**config.mk**
```make
export PLATFORM = sky130hd
export DESIGN_NAME = updown_counter_p
export DESIGN_NICKNAME = d
export VERILOG_FILES = /design/src/rtl/updown_counter_p.sv
export SDC_FILE = /design/constraint.sdc
export NUM_CORES = 1
export LEC_CHECK = 0
export ABC_AREA = 1
export BUFFER_PORTS_ARGS = -buffer_cell sky130_fd_sc_hd__buf_4
export CAP_MARGIN = 20
export CORE_ASPECT_RATIO = 1.25
export CORE_MARGIN = 5
export CORE_UTILIZATION = 53
export DETAILED_ROUTE_END_ITERATION = 7
export GPL_TIMING_DRIVEN = 0
export HOLD_SLACK_MARGIN = 0.03
export PLACE_DENSITY = 0.79
export REMOVE_ABC_BUFFERS = 1
export SETUP_SLACK_MARGIN = 0.4
export SYNTH_ARGS = -nofsm -noshare
export SYNTH_HDL_FRONTEND = slang
export SYNTH_SLANG_ARGS = --single-unit
export TNS_END_PERCENT = 100
```
**constraint.sdc**
```tcl
create_clock -name clk -period 2.6 [get_ports clk]
set_clock_uncertainty 0.15 [all_clocks]
set_input_delay 0.13 -clock clk [delete_from_list [all_inputs] [get_ports clk]]
set_output_delay 0.13 -clock clk [all_outputs]
set_load 0.02 [all_outputs]
```
**src/rtl/updown_counter_p.sv**
```systemverilog
// Prescaled up/down counter with bounded, free-run, bounce and hold modes.
// Adds clear, load, terminal-count pulse, limit/direction status and an LED bus.
module updown_counter_p #(
  parameter int unsigned WIDTH   = 24,
  parameter int unsigned PRESC_W = 6,
  parameter int unsigned LED_W   = 10
) (
  input  logic               clk,
  input  logic               reset,
  input  logic               enable,
  input  logic               clear,
  input  logic               load,
  input  logic [WIDTH-1:0]   load_val,
  input  logic               updown,
  input  logic [1:0]         mode,
  input  logic [WIDTH-1:0]   limit,
  input  logic [PRESC_W-1:0] divideby,
  output logic [WIDTH-1:0]   count,
  output logic               tc,
  output logic               at_limit,
  output logic               dir_out,
  output logic               divide_err,
  output logic [LED_W-1:0]   led
);

  typedef enum logic [1:0] {
    ModeBounded = 2'b00,
    ModeFree    = 2'b01,
    ModeBounce  = 2'b10,
    ModeHold    = 2'b11
  } mode_e;

  localparam logic [WIDTH-1:0]   CntOne = WIDTH'(1);
  localparam logic [PRESC_W-1:0] PreOne = PRESC_W'(1);

  mode_e              mode_sel;
  logic [PRESC_W-1:0] pre_cnt, pre_d;
  logic [WIDTH-1:0]   count_d, count_inc, count_dec;
  logic               dir_d, tc_d, tick;

  assign mode_sel   = mode_e'(mode);
  assign count_inc  = count + CntOne;
  assign count_dec  = count - CntOne;
  assign divide_err = (divideby == '0);
  // >= rather than == so lowering divideby mid-period still ends the period.
  assign tick       = enable && (pre_cnt >= (divideby - PreOne));
  assign at_limit   = (count == limit);
  assign led        = divide_err ? '1 : count[WIDTH-1 -: LED_W];

  always_comb begin
    count_d = count;
    pre_d   = pre_cnt;
    dir_d   = dir_out;
    tc_d    = 1'b0;
    if (clear) begin
      count_d = '0;
      pre_d   = '0;
      dir_d   = 1'b1;
    end else if (load) begin
      count_d = load_val;
      pre_d   = '0;
    end else begin
      if (mode_sel != ModeBounce) dir_d = updown;
      if (!divide_err && enable) begin
        pre_d = tick ? '0 : pre_cnt + PreOne;
        if (tick) begin
          unique case (mode_sel)
            ModeBounded: begin
              if (updown && (count < limit)) begin
                count_d = count_inc;
                tc_d    = (count_inc == limit);
              end else if (!updown && (count > limit)) begin
                count_d = count_dec;
                tc_d    = (count_dec == limit);
              end
            end
            ModeFree: begin
              if (updown) begin
                count_d = count_inc;
                tc_d    = (count == '1);
              end else begin
                count_d = count_dec;
                tc_d    = (count == '0);
              end
            end
            ModeBounce: begin
              // Bounce steers by the registered direction, not updown.
              if (dir_out) begin
                if (count < limit) begin
                  count_d = count_inc;
                  if (count_inc == limit) begin
                    dir_d = 1'b0;
                    tc_d  = 1'b1;
                  end
                end else begin
                  dir_d = 1'b0;
                end
              end else begin
                if (count > '0) begin
                  count_d = count_dec;
                  if (count_dec == '0) begin
                    dir_d = 1'b1;
                    tc_d  = 1'b1;
                  end
                end else begin
                  dir_d = 1'b1;
                end
              end
            end
            ModeHold: begin
              count_d = count;
            end
            default: begin
              count_d = count;
            end
          endcase
        end
      end
    end
  end

  always_ff @(posedge clk or posedge reset) begin
    if (reset) begin
      count   <= '0;
      pre_cnt <= '0;
      tc      <= 1'b0;
      dir_out <= 1'b1;
    end else begin
      count   <= count_d;
      pre_cnt <= pre_d;
      tc      <= tc_d;
      dir_out <= dir_d;
    end
  end

endmodule

```
-- Yosys cells after proc, flatten, opt, wreduce, memory -nomap -nowiden
Index checks and enable logic that the tools add are counted.
- flip-flop bits (word level): 32
- input port bits: 62
- output and inout bits: 38
- logic and storage cells: 78
- add/subtract/negate cells: 4
- order comparisons: 4
- eq/ne operators: 13
- mux-type cells: 40
- reductions and logical operators: 13
- operators by type and width (operator ; count):
    two-way mux 24 bit ; 10
    == test 24 bit ; 3
    one-hot mux 24 bit (3 select lines) ; 1
    logical NOT 24 bit ; 2
    adder 24 x 1 -> 24 bit (second input constant) ; 1
    == test 24 bit (second input constant) ; 1
    > comparator 24 x 1 -> 1 bit (second input constant) ; 1
    > comparator 24 bit ; 1
    less-than comparator 24 bit ; 1
    two-way mux 6 bit ; 4
    subtractor 24 x 1 -> 24 bit (second input constant) ; 1
    two-way mux 1 bit ; 23
    != test 5 bit (second input constant) ; 3
    two-way mux 10 bit ; 1
    adder 6 x 1 -> 6 bit (second input constant) ; 1
    greater-or-equal comparator 6 bit ; 1
    logical NOT 6 bit ; 1
    AND reduction 6 bit ; 1
    nonzero test 3 bit ; 2
    subtractor 6 x 1 -> 6 bit (second input constant) ; 1
    == test 2 bit (second input constant) ; 2
    logical AND 1 bit ; 4
    != test 2 bit (second input constant) ; 2
    != test 3 bit (second input constant) ; 1
    other kinds (4) ; 5

-- Depth between registers and ports, before layout
- depth after elaboration: 10
- depth in mapped cells: 19
- depth with buffers taken out: 19

-- Least setup slack after synthesis
OpenSTA, ideal clock, no wires.
- path kind: flip-flop to flip-flop
- from: reg count[0]
- to: reg count[23]
- setup time: 0.122 ns
- arrival time: 2.501 ns
- required time: 2.328 ns
- setup slack: -0.173 ns
- cell stages (with the launch flop): 13
- path buffers: 1
- period minus slack after synthesis: 2.773 ns
- cell sequence: dfrtp_1 > inv_1 > ha_1 > inv_1 > nor4_1 > inv_1 > nor2_1 > nor3_1 > o21ai_2 > nand2_4 > buf_6 > nand2_1 > o21ai_2
- word-level cells in the longest chain between the ends: 8
- elaborated cells between the ends (all ways): 22
- those cells by class: add/sub: 2; order compare: 3; eq/ne: 3; mux: 11; reduce/logical: 3
- RTL lines (item ; RTL line ; RTL):
    start, declared ; 18 ; output logic [WIDTH-1:0] count,
    start signal, assigned ; 129 ; count <= count_d;
    subtractor 24 x 1 -> 24 bit (tied with other cells) ; 43 ; assign count_dec = count - CntOne;
    two-way mux 24 bit (tied with other cells) ; 99 ; if (count > '0) begin
    two-way mux 24 bit, on equally long branches ; 88, 69 ;
    one-hot mux 24 bit (3 select lines) ; 67 ; unique case (mode_sel)
    two-way mux 24 bit ; 66 ; if (tick) begin
    two-way mux 24 bit ; 64 ; if (!divide_err && enable) begin
    two-way mux 24 bit ; 59 ; end else if (load) begin
    two-way mux 24 bit ; 55 ; if (clear) begin
Several ways; a longest one is shown, not always the timed one. The select of a mux whose other input is x is not followed.
A chain may end at the register's enable or synchronous reset.

-- Worst setup path in the final report
- from: reg dir_out
- to: reg count[14]
- word-level cells in the longest chain between the ends: 6
- elaborated cells between the ends (all ways): 9
- those cells by class: eq/ne: 2; mux: 6; reduce/logical: 1
- RTL lines (item ; RTL line ; RTL):
    start, declared ; 21 ; output logic dir_out,
    start signal, assigned ; 132 ; dir_out <= dir_d;
    two-way mux 24 bit ; 88 ; if (dir_out) begin
    one-hot mux 24 bit (3 select lines) ; 67 ;
    two-way mux 24 bit ; 66 ;
    two-way mux 24 bit ; 64 ;
    two-way mux 24 bit ; 59 ;
    two-way mux 24 bit ; 55 ;
Several ways; a longest one is shown, not always the timed one. The select of a mux whose other input is x is not followed.

==> run metrics <==
Final Hold Fails=0; Tot GR Track Use=0.367; # rows=42; CTS buffer count=5; Area contributors post-synth=nand2_1 27%, dfrtp_1 13%, nand3_1 13%; initial antenna violation count=0; first-pass GRT wire length=37,100 um; post-DP HPWL=15,900 um; Final Non-Filler Cells=1,358; final setup vio count=26; Worst IR Drop VDD=0.280 mV; r2r setup slk=-0.38 ns; Distinct cells, synth=42; Arr. time, crit path=3.05 ns; core area=10,600 um^2; CP Data Required Time=2.67 ns; post-synth top area share=0.266; PwrDens=432 nW/um^2; largest net degree at the start of global routing=43; top_reg_cell synth=dfrtp_1; crit-path max FO=21; Tcrit/Tclk final=1.15; Mapped Area=5770 um^2; gpl congestion=1.00; Synth area leader=nand2_1; Slew Viols, Final=0; Post-DRT Antenna Nets=0; CTS tree=built; Buffers & Inverters on Critical Path=1; Vias=8,591; Pleak=4.23 nW; routed vias/inst=6.33; number of max-cap violations=0; crit-path cells=o21ai_0 -> inv_1 -> o211ai_1 -> nand3_1 -> nand2_1 -> nand2_2 -> o21ai_2; cell count after synthesis=1,042; # clock sinks=32; clock latency at the later pin of the worst-skew pair=0.29 ns; CP Capture Type=register; r2r endpoint=count[14]; fmax=336 MHz; RSZ-0062 raised after global routing=true; I/O Pins=100; Initial Util=0.543; Yosys warnings=0; most common cell after layout, fill and taps aside=nand2_1; DR pass1 iterations=8; fin crit period=2.98 ns; Layout Nets=1,327; clock root buffer=clkbuf_16; Seq cells post-synth=32; CTS H-tree lvls=2; # diodes=0; Crit path largest cell delay=0.77 ns; hold path depth=5; drt wl/cell=20.6 um; slowest CP cell=o21ai_0; Top delay family on crit path=compound AO/OA/AOI/OAI gates; Hold Crit Class=input pin to register; Seq/Total Area, Yosys=0.139; IO Port Bufs=99; worst-margin pin slew=1.12 ns; CTS Buffer Depth=2; Post-synth EDFFs=0; Worst Hold End=count[11]; Worst Setup Start Kind=register; asr flop ratio synth=1.00; drt total wl=28,000 um; layout cells sized above 1=0.315; run status=finished with violations; Reg-to-Reg Start=dir_out; vias in the first global route=7,275; commonest non-fill, non-tap cells in the layout=364 x nand2_1, 168 x buf_4, 138 x nand3_1; worst hold start=load_val[11]; cell area after layout=8450 um^2; DR iter-0 viols=1,310; failing checks=negative setup slack; Layout area overhead=46.6%; Worst-path clk slew=0.07 ns; Syn Area/Cell=5.53 um^2; DR DRC count=0; Die Ht=127 um; Die W=103 um; GRT Residual Overflow=0; crit path kind=register to register; full die area=13,100 um^2; placed insts=1,236; Worst Reg-to-Reg Cells=7; WP depth=7; worst setup margin=-0.379 ns; dpl cell area=6500 um^2; Slew headroom=0.250
## through the flow
stage	TNS (ns)	power (W)	setup WS, ns	util	hold slack [ns]
after global routing	-8.27	0.00380	-0.377	0.796	0.0446
after global placement	-47.12	0.00219	-1.61	0.610	0.263
after CTS	-1.39	0.00318	-0.0912	0.712	0.0300
after detailed placement	-37.80	0.00221	-1.55	0.612	0.199
after floorplan	-10.29	0.00168	-0.445	-	0.0955
final	-7.81	0.00365	-0.379	0.796	0.0253
## area by class of cell
cell class	count	area [um^2]
tap	132	165
sequential	32	832
fill	784	2160
inverter	104	397
timing repair buffer	207	1750
multi-input combinational	875	5150
clock inverter	2	35.0
clock buffer	6	129
## cells in the mapped netlist, types with 2 or more instances
| cell | n |
|---|---|
| nor2_2 | 15 |
| o211ai_1 | 8 |
| nor4_1 | 2 |
| nor3_1 | 9 |
| o21ai_2 | 17 |
| nor3b_1 | 2 |
| inv_2 | 4 |
| nand2_2 | 3 |
| a21oi_1 | 20 |
| nand4_1 | 17 |
| inv_1 | 99 |
| xnor2_1 | 4 |
| nand2_4 | 2 |
| nand2_1 | 409 |
| buf_4 | 2 |
| buf_6 | 5 |
| xor2_1 | 15 |
| ha_1 | 40 |
| and3_1 | 2 |
| nand3_1 | 145 |
| dfrtp_1 | 31 |
| o221ai_1 | 14 |
| o21ai_0 | 30 |
| o21ai_1 | 3 |
| clkbuf_1 | 20 |
| nor2_4 | 3 |
| buf_2 | 11 |
| o22ai_1 | 6 |
| nor2_1 | 91 |
## worst max-delay path by stage
stage,from,to,slack [ns]
2_1_floorplan,count[9],count[10],-0.45
3_3_place_gp,count[9],count[18],-1.61
3_5_place_dp,count[9],count[11],-1.55
4_1_cts,count[21],count[6],-0.09
5_1_grt,count[0],tc,-0.38
6_report,dir_out,count[14],-0.38
## what timing repair did
action	4_1_cts	5_1_grt
hold buffers	23	0
pin swaps	21	45
cloned	7	1
gates resized for setup	87	111
setup endpoints to repair	27	27
setup buffers	30	52
endpoints found under the hold margin	53	0
## cells by family after synthesis
| group | count (synthesis) | synth area share |
|---|---|---|
| AOI/OAI and AO/OA | 104 | 0.118 |
| and+or+nand+nor | 704 | 0.520 |
| DFF | 32 | 0.139 |
| adders and majority gates | 40 | 0.0868 |
| xor gates and xnor gates | 20 | 0.0328 |
| buffers and inverters | 142 | 0.103 |
## report_power, final
| group | switching, W | internal (W) | leakage (nW) | total [W] |
|---|---|---|---|---|
| clock | 0.000275 | 0.000453 | 0.0808 | 0.000728 |
| sequential | 0.0000902 | 0.000550 | 0.389 | 0.000640 |
| combinational | 0.00143 | 0.000860 | 3.76 | 0.00229 |
| total | 0.00179 | 0.00186 | 4.23 | 0.00365 |
## metal layers
layer	share of wire	vias to the layer above	track usage
met3	0.14	254	0.0582
li1	-	3790	-
met1	0.33	3765	0.444
met4	0.095	0	0.254
met2	0.44	782	0.584
met5	0	-	0
## state kept, by name, summed over array words and instances, names as in the netlist
signal	cells
count	24
dir_out	1
pre_cnt	6
tc	1
## worst min-delay path, cell delays in order
cell and delay, ns:
buf_4 0.08, nand2_1 0.05, nand2_1 0.08, nand2_2 0.06, o21ai_2 0.04
Power figures use the tool's default switching activity.
